===== src/rtl/lod_shift_offset_gen.sv =====
// rtl/lod_shift_offset_gen.sv - leading-one detector producing log-offset LUT index
// Two-stage valid/ready pipeline: S1 holds the operand, S2 holds LZC-derived results.
module lod_shift_offset_gen #(
  parameter int DATA_W = 16,
  parameter int OFF_W  = 4
) (
  input  logic              clk,
  input  logic              rst_n,
  input  logic              flush,
  input  logic              in_valid,
  output logic              in_ready,
  input  logic [DATA_W-1:0] in_data,
  output logic              out_valid,
  input  logic              out_ready,
  output logic [OFF_W-1:0]  shift_offset,
  output logic [DATA_W-1:0] norm_data,
  output logic              zero_flag
);

  logic              s1_valid;
  logic [DATA_W-1:0] s1_data;
  logic              s2_valid;
  logic [OFF_W-1:0]  s2_off;
  logic [DATA_W-1:0] s2_norm;
  logic              s2_zero;

  logic              s1_adv;
  logic              s2_adv;

  logic [4:0]        lzc;
  logic              found;
  logic              s1_zero;
  logic [OFF_W-1:0]  off_next;
  logic [DATA_W-1:0] norm_next;

  assign s2_adv   = ~s2_valid | out_ready;
  assign s1_adv   = ~s1_valid | s2_adv;
  assign in_ready = s1_adv;

  // Leading-zero count scanning from the MSB; reaches DATA_W for an all-zero operand.
  always_comb begin
    lzc   = '0;
    found = 1'b0;
    for (int i = DATA_W - 1; i >= 0; i--) begin
      if (!found) begin
        if (s1_data[i]) found = 1'b1;
        else            lzc   = lzc + 5'd1;
      end
    end
  end

  always_comb begin
    s1_zero   = ~found;
    off_next  = '1;
    norm_next = '0;
    if (!s1_zero) begin
      off_next  = (lzc > 5'd15) ? OFF_W'(15) : OFF_W'(lzc);
      norm_next = s1_data << lzc;
    end
  end

  // Flush drops valids on the next edge regardless of stalls or a concurrent input transfer.
  always_ff @(posedge clk or negedge rst_n) begin
    if (!rst_n) begin
      s1_valid <= 1'b0;
      s1_data  <= '0;
      s2_valid <= 1'b0;
      s2_off   <= '0;
      s2_norm  <= '0;
      s2_zero  <= 1'b0;
    end else begin
      if (flush)       s1_valid <= 1'b0;
      else if (s1_adv) s1_valid <= in_valid;
      if (s1_adv)      s1_data  <= in_data;

      if (flush)       s2_valid <= 1'b0;
      else if (s2_adv) s2_valid <= s1_valid;
      if (s2_adv) begin
        s2_off  <= off_next;
        s2_norm <= norm_next;
        s2_zero <= s1_zero;
      end
    end
  end

  assign out_valid    = s2_valid;
  assign shift_offset = s2_off;
  assign norm_data    = s2_norm;
  assign zero_flag    = s2_zero;

endmodule


===== config.mk =====
export PLATFORM = sky130hd
export DESIGN_NAME = lod_shift_offset_gen
export DESIGN_NICKNAME = d
export VERILOG_FILES = /design/src/rtl/lod_shift_offset_gen.sv
export SDC_FILE = /design/constraint.sdc
export NUM_CORES = 1
export LEC_CHECK = 0
export BUFFER_PORTS_ARGS = -buffer_cell sky130_fd_sc_hd__buf_2
export CAP_MARGIN = 20
export CORE_ASPECT_RATIO = 1.2
export CORE_MARGIN = 8
export CORE_UTILIZATION = 49
export DETAILED_ROUTE_END_ITERATION = 8
export PLACE_DENSITY = 0.69
export SYNTH_ARGS = -nofsm -noshare
export SYNTH_HDL_FRONTEND = slang
export SYNTH_SLANG_ARGS = --single-unit

===== constraint.sdc =====
create_clock -name clk -period 8.52 [get_ports clk]
set_input_delay 0.852 -clock clk [delete_from_list [all_inputs] [get_ports clk]]
set_output_delay 0.852 -clock clk [all_outputs]
set_load 0.03 [all_outputs]

# Word-level counts from Yosys, hierarchy flattened
# Index checks and enable logic that the tools add are counted.
[word_totals] reg_bits=39 inputBits=21
[op_classes] add_sub_neg=15 n_lt_le_gt_ge=1 shifts=1 mux=69 bitwise=5 reduce_logical=2
[op_table] operator="5-bit two-way mux" count=30
[op_table] operator="5-bit by 1-bit adder with 5-bit output, second input constant" count=15
[op_table] operator="1-bit two-way mux" count=36
[op_table] operator="16-bit two-way mux" count=1
[op_table] operator="16-bit by 5-bit << shifter with 16-bit output" count=1
[op_table] operator="4-bit two-way mux" count=2
[op_table] operator="5-bit by 4-bit > comparator with 1-bit output, second input constant" count=1
[op_table] operator="2-bit nonzero test" count=2
[op_table] operator="1-bit inverter" count=3
[op_table] operator="1-bit bitwise OR" count=2

# Logic depth before layout (Yosys ltp)
# Gate-level depths: netlist of the first run.
[logic_depth] depth_word=49 depth_mapped=38 depth_no_buf=37

# Worst setup path after synthesis of the first run
# OpenSTA, ideal clock, no wires.
[synth_path] path_kind="register to register" from="register s1_data[15]" to="register s2_norm[14] (netlist: norm_data[14])" t_arrival_ns=7.159 t_required_ns=8.400 path_slack_ns=1.242 path_stages_with_launch=33 n_path_buf=2 synth_period_minus_slack_ns=7.278 path_cell_list="dfrtp_1 or4_1 buf_2 o21a_1 ha_1 nor2b_1 o31ai_1 inv_1 ha_1 o21a_1 ha_1 nand2_1 nand3_1 ha_1 o21a_1 a31o_2 ha_1 mux2_2 ha_1 nor2_1 nor2_1 ha_1 nor2b_1 a221oi_1 nor2_1 a31oi_1 nand2_1 buf_2 a221oi_1 o21bai_1 o221ai_1 a22o_1 a31o_1"
[synth_via] elab_chain_len=48 elab_cells_between_ends=64
[synth_lines] item="start, declared" line="21" rtl="logic [DATA_W-1:0] s1_data;"
[synth_lines] item="start signal, assigned" line="74" rtl="if (s1_adv) s1_data <= in_data;"
[synth_lines] item="1-bit two-way mux" line="46" rtl="if (s1_data[i]) found = 1'b1;"
[synth_lines] item="5-bit by 1-bit adder with 5-bit output" line="47" rtl="else lzc = lzc + 5'd1;"
[synth_lines] item="5-bit two-way mux" line="46"
[synth_lines] item="5-bit two-way mux" line="45" rtl="if (!found) begin"
[synth_lines] item="5-bit by 1-bit adder with 5-bit output" line="47"
[synth_lines] item="5-bit two-way mux" line="46"
[synth_lines] item="5-bit two-way mux" line="45"
[synth_lines] item="5-bit by 1-bit adder with 5-bit output" line="47"
[synth_lines] item="(+32 left out)"
[synth_lines] item="5-bit by 1-bit adder with 5-bit output" line="47"
[synth_lines] item="5-bit two-way mux" line="46"
[synth_lines] item="5-bit two-way mux" line="45"
[synth_lines] item="5-bit by 1-bit adder with 5-bit output" line="47"
[synth_lines] item="5-bit two-way mux" line="46"
[synth_lines] item="5-bit two-way mux" line="45"
[synth_lines] item="16-bit by 5-bit << shifter with 16-bit output" line="58" rtl="norm_next = s1_data << lzc;"
[synth_lines] item="16-bit two-way mux *" line="56" rtl="if (!s1_zero) begin"
[synth_lines] item="end signal, assigned" line="80" rtl="s2_norm <= norm_next;"
[synth_lines] item="end, declared" line="24" rtl="logic [DATA_W-1:0] s2_norm;"
# Mark *: on every way between the ends. The rest lies on a longest branch, timed or not.
# A chain may end at the register's enable or synchronous reset.

# Worst setup path in the final report of the first run
# Same ends and word-level chain as after synthesis.

==> results of run 1 <==
## worst register-to-register path: cells and delay by family (launching register included)
kind                     cells  cell delay, ns
AND/OR/NAND/NOR              9            1.71
adder cells (fa/ha/maj)      7            2.33
buffers and inverters        2            0.25
AO/OA/AOI/OAI               12            2.87
flip-flops                   1            0.45
multiplexers                 1            0.28
## cell usage in the layout, fill, tap and decap left out, types with 3 or more instances in the layout
cell	instances
a21oi_1	16
nor3_1	6
a31o_2	4
o211ai_1	6
a211oi_1	3
o21a_1	4
a31oi_1	4
mux2i_1	19
a21o_1	4
nand3_1	17
nor2b_1	10
inv_1	13
buf_4	3
o21ai_0	13
nand2b_1	7
xnor2_1	9
nor2_1	42
a32o_1	4
or2_2	3
clkbuf_8	5
nor4_1	3
o31ai_1	4
nand2_1	46
ha_1	12
a22o_1	7
and2_1	10
xor2_1	7
a221oi_1	4
nand4_1	8
buf_2	43
o22a_1	3
dfrtp_1	39
nor4_2	3
mux2_2	13
and3_1	10
## metrics by stage
step / utilization (%) / hold slack, ns
after floorplan: - / 0.489
after global placement: 53.0 / 0.447
after detailed placement: 53.0 / 0.474
after CTS: 54.8 / 0.491
after global routing: 55.0 / 0.515
final: 55.0 / 0.489
## routing by layer
| metal | global-route usage, % | part of all wire (%) |
|---|---|---|
| met1 | 22.4 | 42 |
| met2 | 33.6 | 50 |
| met3 | 3.37 | 5.7 |
| met4 | 7.61 | 2.3 |
| met5 | 0 | 0 |
## sequential cells by signal, summed over array words and instances (netlist names)
register      flops
s1_data          16
shift_offset      4
norm_data        16
s1_valid          1
out_valid         1
zero_flag         1
## worst min path at each step
| stage | endpoint | cells past startpoint | startpoint |
|---|---|---|---|
| after floorplan | out_valid | 2 | s1_valid |
| after global placement | zero_flag | 2 | zero_flag |
| after detailed placement | norm_data[0] | 2 | norm_data[0] |
| after CTS | norm_data[0] | 2 | norm_data[0] |
| after global routing | norm_data[9] | 1 | norm_data[9] |
| final | norm_data[0] | 2 | norm_data[0] |
## power groups by stage
| stage | registers, mW | logic [mW] | clock network, mW |
|---|---|---|---|
| 2_1_floorplan | 0.244 | 0.0940 | 0 |
| 5_1_grt | 0.225 | 0.177 | 0.196 |
| 6_report | 0.222 | 0.161 | 0.186 |
| 4_1_cts | 0.221 | 0.161 | 0.189 |
| 3_5_place_dp | 0.225 | 0.160 | 0 |
| 3_3_place_gp | 0.225 | 0.157 | 0 |
## cell type report
| cell class | count | area, sq um |
|---|---|---|
| Clock inverter | 2 | 60.1 |
| Inverter | 13 | 48.8 |
| Clock buffer | 6 | 72.6 |
| Tap cell | 90 | 113 |
| Multi-Input combinational cell | 341 | 2400 |
| Fill cell | 678 | 3200 |
| Timing Repair Buffer | 46 | 238 |
| Sequential cell | 39 | 976 |
## logic make-up after synthesis
kind of cell | after synthesis | share of synthesized area, %
and+or+nand+nor | 177 | 25.9
buffers and inverters | 35 | 4.27
DFF | 39 | 27.8
xor gates and xnor gates | 22 | 7.26
muxes | 34 | 10.6
AOI/OAI and AO/OA | 95 | 19.7
adders and majority gates | 13 | 4.56
## timing repair
action                                 4_1_cts  5_1_grt
hold buffers                                 0        0
endpoints found under the hold margin        0        0
setup endpoints to repair                    0        9
gates resized for setup                      0        3
==> run summary, run 1 <==
The run finished with clean final reports. The portion of synthesized cell area occupied by the leading cell type is between 20% and 30%. Timing analysis after detailed placement gives a worst setup slack of 0.424 ns. The leakage dissipation came out at between 1.5 and 2 nW. For the pin with the worst max-slew slack, the measured transition is 0.875 ns. The setup clock skew after layout came out at 0.00900 ns. The via count of the first global-routing pass is 3209. The final hold violation count came out at 0. The share of power burned in combinational logic came out at 28.3%.

The net total in the final layout came out at 479. Buffers added to address setup during post-CTS repair amount to 0. The floorplan die width is 93.3 um. The register bit count reported by yosys is 39. The critical path in this run is classified as reg -> reg. Data on the critical path is required at its endpoint by approximately 8.7 ns. The root cell of the clock tree is clkbuf_8. After technology mapping, the gate count stands at ~420. The accumulated negative setup slack came out at 0 ns. The post-route worst setup slack came out at 0.535 ns. Detailed routing inserted a total of roughly 3300 vias.

In this design, the stage delay of the slowest critical-path cell is 0.64 ns. The routed wirelength normalized by instance count came out at 17.7 um. The worst register-to-register path has a depth of 31. For this run, design rule violations remaining after detail routing come to 0.

The endpoint identified for the worst register-to-register timing path is norm_data[14]. The count of yosys warnings during synthesis came out at 0. The data arrival time at the worst-slack endpoint came out at 8.17 ns.

In this run the count of I/O pins placed on the die edge is 44. After synthesis, the cell types taking the most area are dfrtp_1 (28%), mux2i_1 (5.4%), nand2_1 (4.9%), nor2_1 (4.6%), ha_1 (4.3%). Each instance of the synthesized netlist takes up on average 8.47 sq um.

The number of antenna violations at the first check in global routing was 0. Global routing used 19.1% of the available tracks across all layers. The first-pass GRT wire length came out at 15.7 mm. The net count of the mapped netlist came out at 448.

Overall power consumption after layout is estimated at 570 uW. The reg2reg setup slack is 0.54 ns. The final HPWL from detailed placement is 7.40 mm. For this design, the sink count on the clock tree is 39. The count of antenna diodes in the layout is 0. The instance area after placement is ~3800 sq um. The number of cell rows is 34.

The count of TritonRoute iterations in the first routing pass is 5. TritonCTS created 5 clock buffers. The critical path runs through a total of 31 cells. In this run the worst hold path is classified as reg -> reg. The worst slew margin relative to its limit is 41.7%. The clock-pin slew on the worst setup and hold paths came out at roughly 0.08 ns.

The global placer's final weighted congestion came out at approximately 0.95. The most used flip-flop cell after synthesis is dfrtp_1. STA classifies the critical path startpoint as a register. The total of max-cap violations is 0. TritonCTS built the clock tree. The height of the die came out at 109 um. Counting both buffers and inverters, the worst setup path holds a total of 2. In the routed layout, each cell is associated on average with a via count of 6.05. In the post-synthesis netlist, the cell with the most instances is nand2_1. The worst register-to-register path begins at s1_data[15]. STA classifies the critical path endpoint as a register.

The share of synthesized area occupied by flip-flops and latches came out at 27.8%. The count of final setup violators came out at 0. Across the VDD grid, the largest voltage drop is 0.105 mV.

The fraction of final layout cells with drive strength greater than 1 is 20.6%. The summed instance area of the synthesized netlist came out at 3510 sq um. The initial core utilization came out at 49.5%.

By count the netlist is led by nand2_1 (46), nor2_1 (43), dfrtp_1 (39), mux2i_1 (19), nand3_1 (17). Net switching is 33.0% of the power. For this design, the slowest cell found on the critical path is or4_4.

The number of input and output port buffers inserted is 43. For the worst-skew pair, the clock arrives at the later sink with an insertion delay of 0.30 ns. The total wire length after detailed routing is 9.51 mm.

The leftover overflow at the end of global routing is 0. Setup repair after global routing left no endpoint under its margin. Grouping stages by cell kind, the critical path spends the most delay in compound AO/OA/AOI/OAI gates. Summing all non-filler instances in the final layout gives an area of 3910 sq um. In this design, the critical path's most frequently occurring cell is ha_1. The sequential share of power came out at between 30% and 40%.

The pin count of the biggest net entering global routing came out at 40. The shortest clock period the worst path allows after layout is approximately 8 ns. The last element of the critical path is norm_data[14]. The DRC violation total after the first TritonRoute iteration is 213.

The number of H-tree levels is 2. After detailed placement, the design holds a cell count of about 530. The worst-case clock buffer depth came out at 2. The portion of total power attributed to the clock network came out at 32.7%.

The top cell type by total area after synthesis is dfrtp_1. The async set-reset flop share out of synthesis came out at 100%. Relative to the synthesized area, the layout overhead comes to 11.2%.

The beginning of the critical path is s1_data[15]. The upper clock frequency limit came out at 125 MHz. The power density of the placed cells came out at 146 nW/um^2. In this run the remaining antenna-violating nets after routing total 0. The non-filler instance count after layout came out at about 540. Internal power comes to 381 uW. The die footprint is 10100 sq um.

The number of enable-type register cells in the synthesized netlist is 0. In this run the standard cell core region covers 7100 sq um. The portion of the clock cycle consumed by the worst path in the final layout is 93.7%. The switching power summed over all nets is between 150 and 200 uW. Along the worst path, the maximum fanout reaches 11.

Counting distinct cell types in the post-synthesis netlist gives approximately 70. The number of pins with negative max-slew slack in the final report came out at 0.
Power figures use the tool's default switching activity.
==> run 2, diff against run 1 <==
MAX_ROUTING_LAYER = met4   (was default)
==> run summary, run 2 (synthesis gave the netlist of run 1 again) <==
The vias after detailed routing was 3247 (-0.12%). The count of antenna diodes in the layout came out at 0 (unchanged). The portion of total power attributed to the clock network is 24.9% (-7.8 points). The pin count of the biggest net entering global routing is 40 (unchanged). The flow ran to the end, and the final reports show no timing, DRC or antenna violations. The maximum single-stage delay on the critical path is 0.64 ns (about the same). The area of the placeable core came out at 7100 sq um (unchanged). The portion of the clock cycle consumed by the worst path in the final layout came out at 94.4% (+0.73 points). The DRC violation total after the first TritonRoute iteration came out at 211 (-0.94%). The clock sink total is 39 (unchanged). The detailed-route DRC error count was 0 (unchanged). The worst slew margin relative to its limit was 40.1% (-1.5 points). The critical-path maximum fanout is 11 (unchanged). The antenna violation net count after detailed routing is 0 (unchanged). Among the stages of the critical path, the cell type that occurs most often is ha_1. The area growth from synthesis to layout came out at 9.61%. The shortest clock period the worst path allows after layout is 8.05 ns (+0.0620 ns). TritonCTS built the clock tree. The die footprint came out at 10100 sq um (unchanged). The overall power of the completed layout came out at 511 uW (-10%). The count of final setup violators came out at 0 (unchanged). Among cell families on the critical path, the largest total delay comes from compound AO/OA/AOI/OAI gates.

The number of pins with negative max-slew slack in the final report came out at 0 (unchanged). The routed wirelength normalized by instance count is 18.0 um (+1.6%). The global placer's final weighted congestion came out at 0.909 (-4.8%).

The data arrival time at the worst-slack endpoint is 8.24 ns (+0.07 ns). The power density of the placed cells was 133 nW/um^2 (-9.0%). The sort of element at the start of the critical path is a register. The global-route total usage across every layer came out at 19.8% (+0.70 points). The tree is rooted in a clkbuf_8. The first-pass GRT wire length came out at 15.8 mm (+0.35%). The worst-case clock buffer depth is 2 (unchanged). The maximum vdd drop is 0.0836 mV (-21%).

The count of TritonRoute iterations in the first routing pass was 5 (unchanged). The worst reg2reg path startpoint is s1_data[15]. The number of H-tree levels came out at 2 (unchanged). The total of max-cap violations is 0 (unchanged). The net total in the final layout came out at 479 (unchanged). The number of cell rows came out at 34 (unchanged). The depth of the most critical reg-to-reg path came to 32 (+3.2%).

For this design, the slowest cell found on the critical path is or4_4. The switching power summed over all nets came out at 190 uW (+0.74%). The initial core utilization is 49.5% (unchanged).

The via count of the first global-routing pass came out at 3193 (-0.50%). The leakage dissipation is 1.71 nW (-1.4%). The total instance count after detailed placement is 529 (unchanged). The top cell types in the final layout, fill and taps aside, are nand2_1 (46), nor2_1 (43), buf_2 (43), dfrtp_1 (39), mux2i_1 (19). The most common cell after layout, fill and taps aside is nand2_1. The upper clock frequency limit came out at 124 MHz (-0.77%). The hold-fix buffer count after cts came to 0 (unchanged). The combined buffer and inverter count along the critical path was 3 (+1). The reg2reg setup slack is 0.47 ns (-0.06 ns). The slew at the pin with the worst max-slew slack was 0.898 ns (+0.0230 ns). The setup clock skew after layout was 0.00885 ns (-0.000145 ns). The sequential share of power came to 43.5% (+4.6 points).

The number of input and output port buffers inserted is 43 (unchanged). The internal power contribution came out at 321 uW (-16%). The accumulated negative setup slack came out at 0 ns (unchanged).

The height of the die came out at 109 um (unchanged). In this run the worst hold path is classified as reg -> reg. The path with the worst hold slack has its endpoint at norm_data[11]. The total wire length after detailed routing is 9.66 mm (+1.6%). The category of the worst setup path capture point is a register. The capture point of the worst reg-to-reg path is norm_data[14].

Setup repair after global routing left no endpoint under its margin. The worst endpoint required time is 8.71 ns (about the same). The type of the worst setup path is reg -> reg.

The share of power burned in combinational logic came out at 31.6% (+3.3 points). The via density per instance is 6.05 (-0.12%). The fraction of final layout cells with drive strength greater than 1 is 20.1% (-0.45 points). The hold-critical path depth came out at 2 (unchanged). The number of buffers inserted during clock tree synthesis is 5 (unchanged). The floorplan die width is 93.3 um (unchanged). The number of placed I/O pins came out at 44 (unchanged). The clock latency on the worst-skew pair came out at 0.30 ns (about the same). The clock-pin slew on the worst setup and hold paths is 0.08 ns (about the same).

The switching fraction of total power is 37.1% (+4.1 points). The worst hold path begins at norm_data[11]. The number of antenna violations at the first check in global routing is 0 (unchanged). The final HPWL from detailed placement is 7.46 mm (+0.77%). The leftover overflow at the end of global routing came out at 0 (unchanged). The final hold violation count is 0 (unchanged). The non-filler instance count after layout came out at 537 (unchanged).
-- run 2: changes by cell type in the layout (fill, tap and decap cells not counted), sizes merged --
cell,change
clkinvlp,+1
bufinv,-2
clkinv,+1
-- run 2: layout make-up --
type / count / area [sq um]
Clock buffer: 6 / 72.6
Clock inverter: 2 / 12.5
Fill cell: 658 / 3250
Inverter: 13 / 48.8
Multi-Input combinational cell: 341 / 2390
Sequential cell: 39 / 976
Tap cell: 90 / 113
Timing Repair Buffer: 46 / 238
-- run 2: how the worst max path moves through the flow --
stage,slack (ns),endpoint,cells after the start,from
6_report,0.47,norm_data[14],32,s1_data[15]
3_3_place_gp,0.62,norm_data[14],31,s1_data[12]
3_5_place_dp,0.46,norm_data[12],31,s1_data[15]
2_1_floorplan,1.24,norm_data[14],32,s1_data[15]
5_1_grt,0.02,norm_data[14],35,s1_data[15]
4_1_cts,0.40,norm_data[14],32,s1_data[15]
-- run 2: worst min-delay path, stage by stage (launching register included) --
cell,delay [ns]
dfrtp_1,0.34
nand2_1,0.05
nand3_1,0.07
-- run 2: per-stage QoR --
stage | area [sq um] | hold slack, ns | utilization [%] | setup WS [ns]
after global placement | 3760 | 0.446 | 53.0 | 0.618
final | 3850 | 0.490 | 54.2 | 0.473
after detailed placement | 3760 | 0.479 | 53.0 | 0.462
after floorplan | 3510 | 0.489 | - | 1.24
after global routing | 3850 | 0.513 | 54.2 | 0.0210
after CTS | 3850 | 0.496 | 54.2 | 0.404
-- run 2: power by group through the flow --
stage               Combinational [mW]  Sequential (mW)  Clock (mW)
finish                           0.162            0.222       0.127
global route                     0.177            0.225       0.136
CTS                              0.161            0.222       0.130
detailed placement               0.160            0.226           0
global placement                 0.158            0.225           0
floorplan                       0.0940            0.244           0
-- run 2: repair_timing --
item / 4_1_cts / 5_1_grt
gates resized for setup: 0 / 1
endpoints found under the setup margin: 0 / 9
buffers inserted: 0 / 0
-- run 2: layer usage --
layer  vias to the layer above  wire [um]  share of wire (%)  track usage, %
met5                         -          0                  0               -
met4                         0        180                1.9            6.11
met3                        17        475                4.9            3.44
met2                       107       4830                 50            34.7
met1                      1551       4170                 43            22.4
li1                       1572          -                  -               -
==> run 3, diff against run 2 <==
RECOVER_POWER = 50   (was default)
==> run summary, run 3 (synthesis gave the netlist of run 1 again) <==
The run finished, with violations left. The final reports fail on max-capacitance violations, max-slew violations. The startpoint identified for the worst register-to-register timing path is s1_data[15].

The critical-path maximum fanout came to 11 (unchanged). The pin count of the biggest net entering global routing came out at 40 (unchanged). The global-route total usage across every layer came out at 19.8% (unchanged). Setup repair after global routing left no endpoint under its margin. The worst endpoint required time came out at 8.71 ns (about the same). The non-filler instance count after layout came out at 537 (unchanged). The number of cell rows came out at 34 (unchanged). STA classifies the critical path endpoint as a register.

The total instance count after detailed placement is 529 (unchanged). The global placer's final weighted congestion is 0.909 (unchanged). The clock-pin slew on the worst setup and hold paths was 0.08 ns (about the same). Counting stages on the worst path, the most repeated cell is ha_1. The upper clock frequency limit came out at 125 MHz (+0.83%). In the layout the commonest cells are nand2_1 (46), nor2_1 (43), dfrtp_1 (39), buf_2 (33), mux2i_1 (19). The fill cell total of the finished layout is 669 (+1.7%). The final HPWL from detailed placement was 7.46 mm (unchanged). The sequential cell area in the final layout is 976 sq um (unchanged). The clock latency on the worst-skew pair is 0.30 ns (about the same). The number of input and output port buffers inserted came to 43 (unchanged). TritonCTS built the clock tree. The via density per instance was 5.95 (-1.6%). The type of the worst setup path is reg -> reg. The initial core utilization is 49.5% (unchanged). The total wire length after detailed routing is 9.64 mm (-0.17%).

The antenna violation net count after detailed routing came out at 0 (unchanged). The clock sink total came out at 39 (unchanged). The final hold violation count came out at 0 (unchanged).

The number of pins with negative max-slew slack in the final report came to 40 (+40). The first-pass GRT wire length was 15.8 mm (unchanged). The worst slew margin relative to its limit is -43.7% (-84 points).

The utilization of the core after routing came out at 54.0% (-0.23 points). The count of final setup violators came out at 0 (unchanged). The tightest min-delay check is of the reg -> reg type. The slew at the pin with the worst max-slew slack is 2.16 ns (+1.26 ns).

The routed wirelength normalized by instance count came out at 17.9 um (-0.17%). The power density of the placed cells is 133 nW/um^2 (-0.11%). The maximum vdd drop came to 0.0833 mV (-0.32%). The detailed-route DRC error count is 0 (unchanged).

The area of the multi-input gates came out at 2390 sq um (unchanged). The setup clock skew after layout is 0.00925 ns (+0.000397 ns). The overall power of the completed layout came out at 508 uW (-0.53%). The data arrival time at the worst-slack endpoint came out at 8.17 ns (-0.07 ns). The critical path starts at s1_data[15].

The shortest clock period the worst path allows after layout is 7.98 ns (-0.0662 ns). The number of H-tree levels came out at 2 (unchanged). The net total in the final layout is 479 (unchanged). The floorplan die width is 93.3 um (unchanged).

The number of antenna violations at the first check in global routing is 0 (unchanged). Leaving out fill and tap cells, the most frequent cell in the layout is nand2_1. The worst setup path is launched from a register. The maximum single-stage delay on the critical path is 0.63 ns (about the same). In this run the clock root is driven by a clkbuf_8. The height of the die came out at 109 um (unchanged).

The via count of the first global-routing pass came out at 3193 (unchanged). The leakage dissipation is 1.68 nW (-1.9%). The fraction of final layout cells with drive strength greater than 1 came to 17.7% (-2.5 points). The area of the placeable core came to 7100 sq um (unchanged).

The count of TritonRoute iterations in the first routing pass came out at 4 (-1). The hold-fix buffer count after cts is 0 (unchanged). The worst-case clock buffer depth came out at 2 (unchanged). The DRC violation total after the first TritonRoute iteration is 207 (-1.9%). On the critical path, the stage with the largest delay is an instance of or4_4. The portion of the clock cycle consumed by the worst path in the final layout came out at 93.7% (-0.78 points). The die footprint is 10100 sq um (unchanged). The total of max-cap violations is 1 (+1). The number of placed I/O pins came out at 44 (unchanged).

The accumulated negative setup slack is 0 ns (unchanged). The area growth from synthesis to layout came out at 9.15%. The leftover overflow at the end of global routing came to 0 (unchanged).

The start point of the worst hold path is zero_flag. The count of antenna diodes in the layout came out at 0 (unchanged). The number of buffers inserted during clock tree synthesis is 5 (unchanged).

The vias after detailed routing is 3195 (-1.6%).
[run 3: per-layer routing]
metal | part of all wire [%] | vias to the layer above | GRT usage (%)
li1 | - | 1572 | -
met1 | 43 | 1520 | 22.4
met2 | 50 | 88 | 34.7
met3 | 5.0 | 15 | 3.44
met4 | 1.6 | 0 | 6.11
met5 | 0 | - | -
[run 3: worst max-delay path: cells and delay by family, from the launching register on]
kind	cells	cell delay [ns]
AO/OA/AOI/OAI	14	3.37
adder cells (fa/ha/maj)	6	1.97
AND/OR/NAND/NOR	9	1.79
flip-flops	1	0.44
buffers and inverters	3	0.32
[run 3: layout make-up]
| type | instances | area share, % |
|---|---|---|
| Sequential cell | 39 | 25.4 |
| Inverter | 13 | 1.27 |
| Timing Repair Buffer | 46 | 5.77 |
| Tap cell | 90 | 2.94 |
| Clock buffer | 6 | 1.89 |
| Multi-Input combinational cell | 341 | 62.4 |
| Clock inverter | 2 | 0.326 |
[run 3: through the flow]
step	setup slack [ns]	cell area [sq um]	hold slack, ns
final	0.539	3840	0.495
after global placement	0.618	3760	0.446
after floorplan	1.24	3510	0.489
after detailed placement	0.462	3760	0.479
after CTS	0.404	3850	0.496
after global routing	0.0199	3840	0.517
[run 3: what timing repair did]
| item | 4_1_cts | 5_1_grt |
|---|---|---|
| setup endpoints to repair | 0 | 9 |
| gates resized for setup | 0 | 1 |
| buffers inserted | 0 | 0 |
[run 3: power by group]
group          internal [mW]  switching (mW)
combinational         0.0594           0.100
clock                 0.0573          0.0689
sequential             0.203          0.0199
total                  0.319           0.189
[run 3: final timing paths]
path,endpoint,slack (ns),cells after the start
min reg2reg,zero_flag,0.49,2
min,zero_flag,0.49,2
max,norm_data[14],0.54,32
max reg2reg,norm_data[14],0.54,32
min in group asynchronous,shift_offset[2],1.17,1
max in group asynchronous,norm_data[8],6.10,1
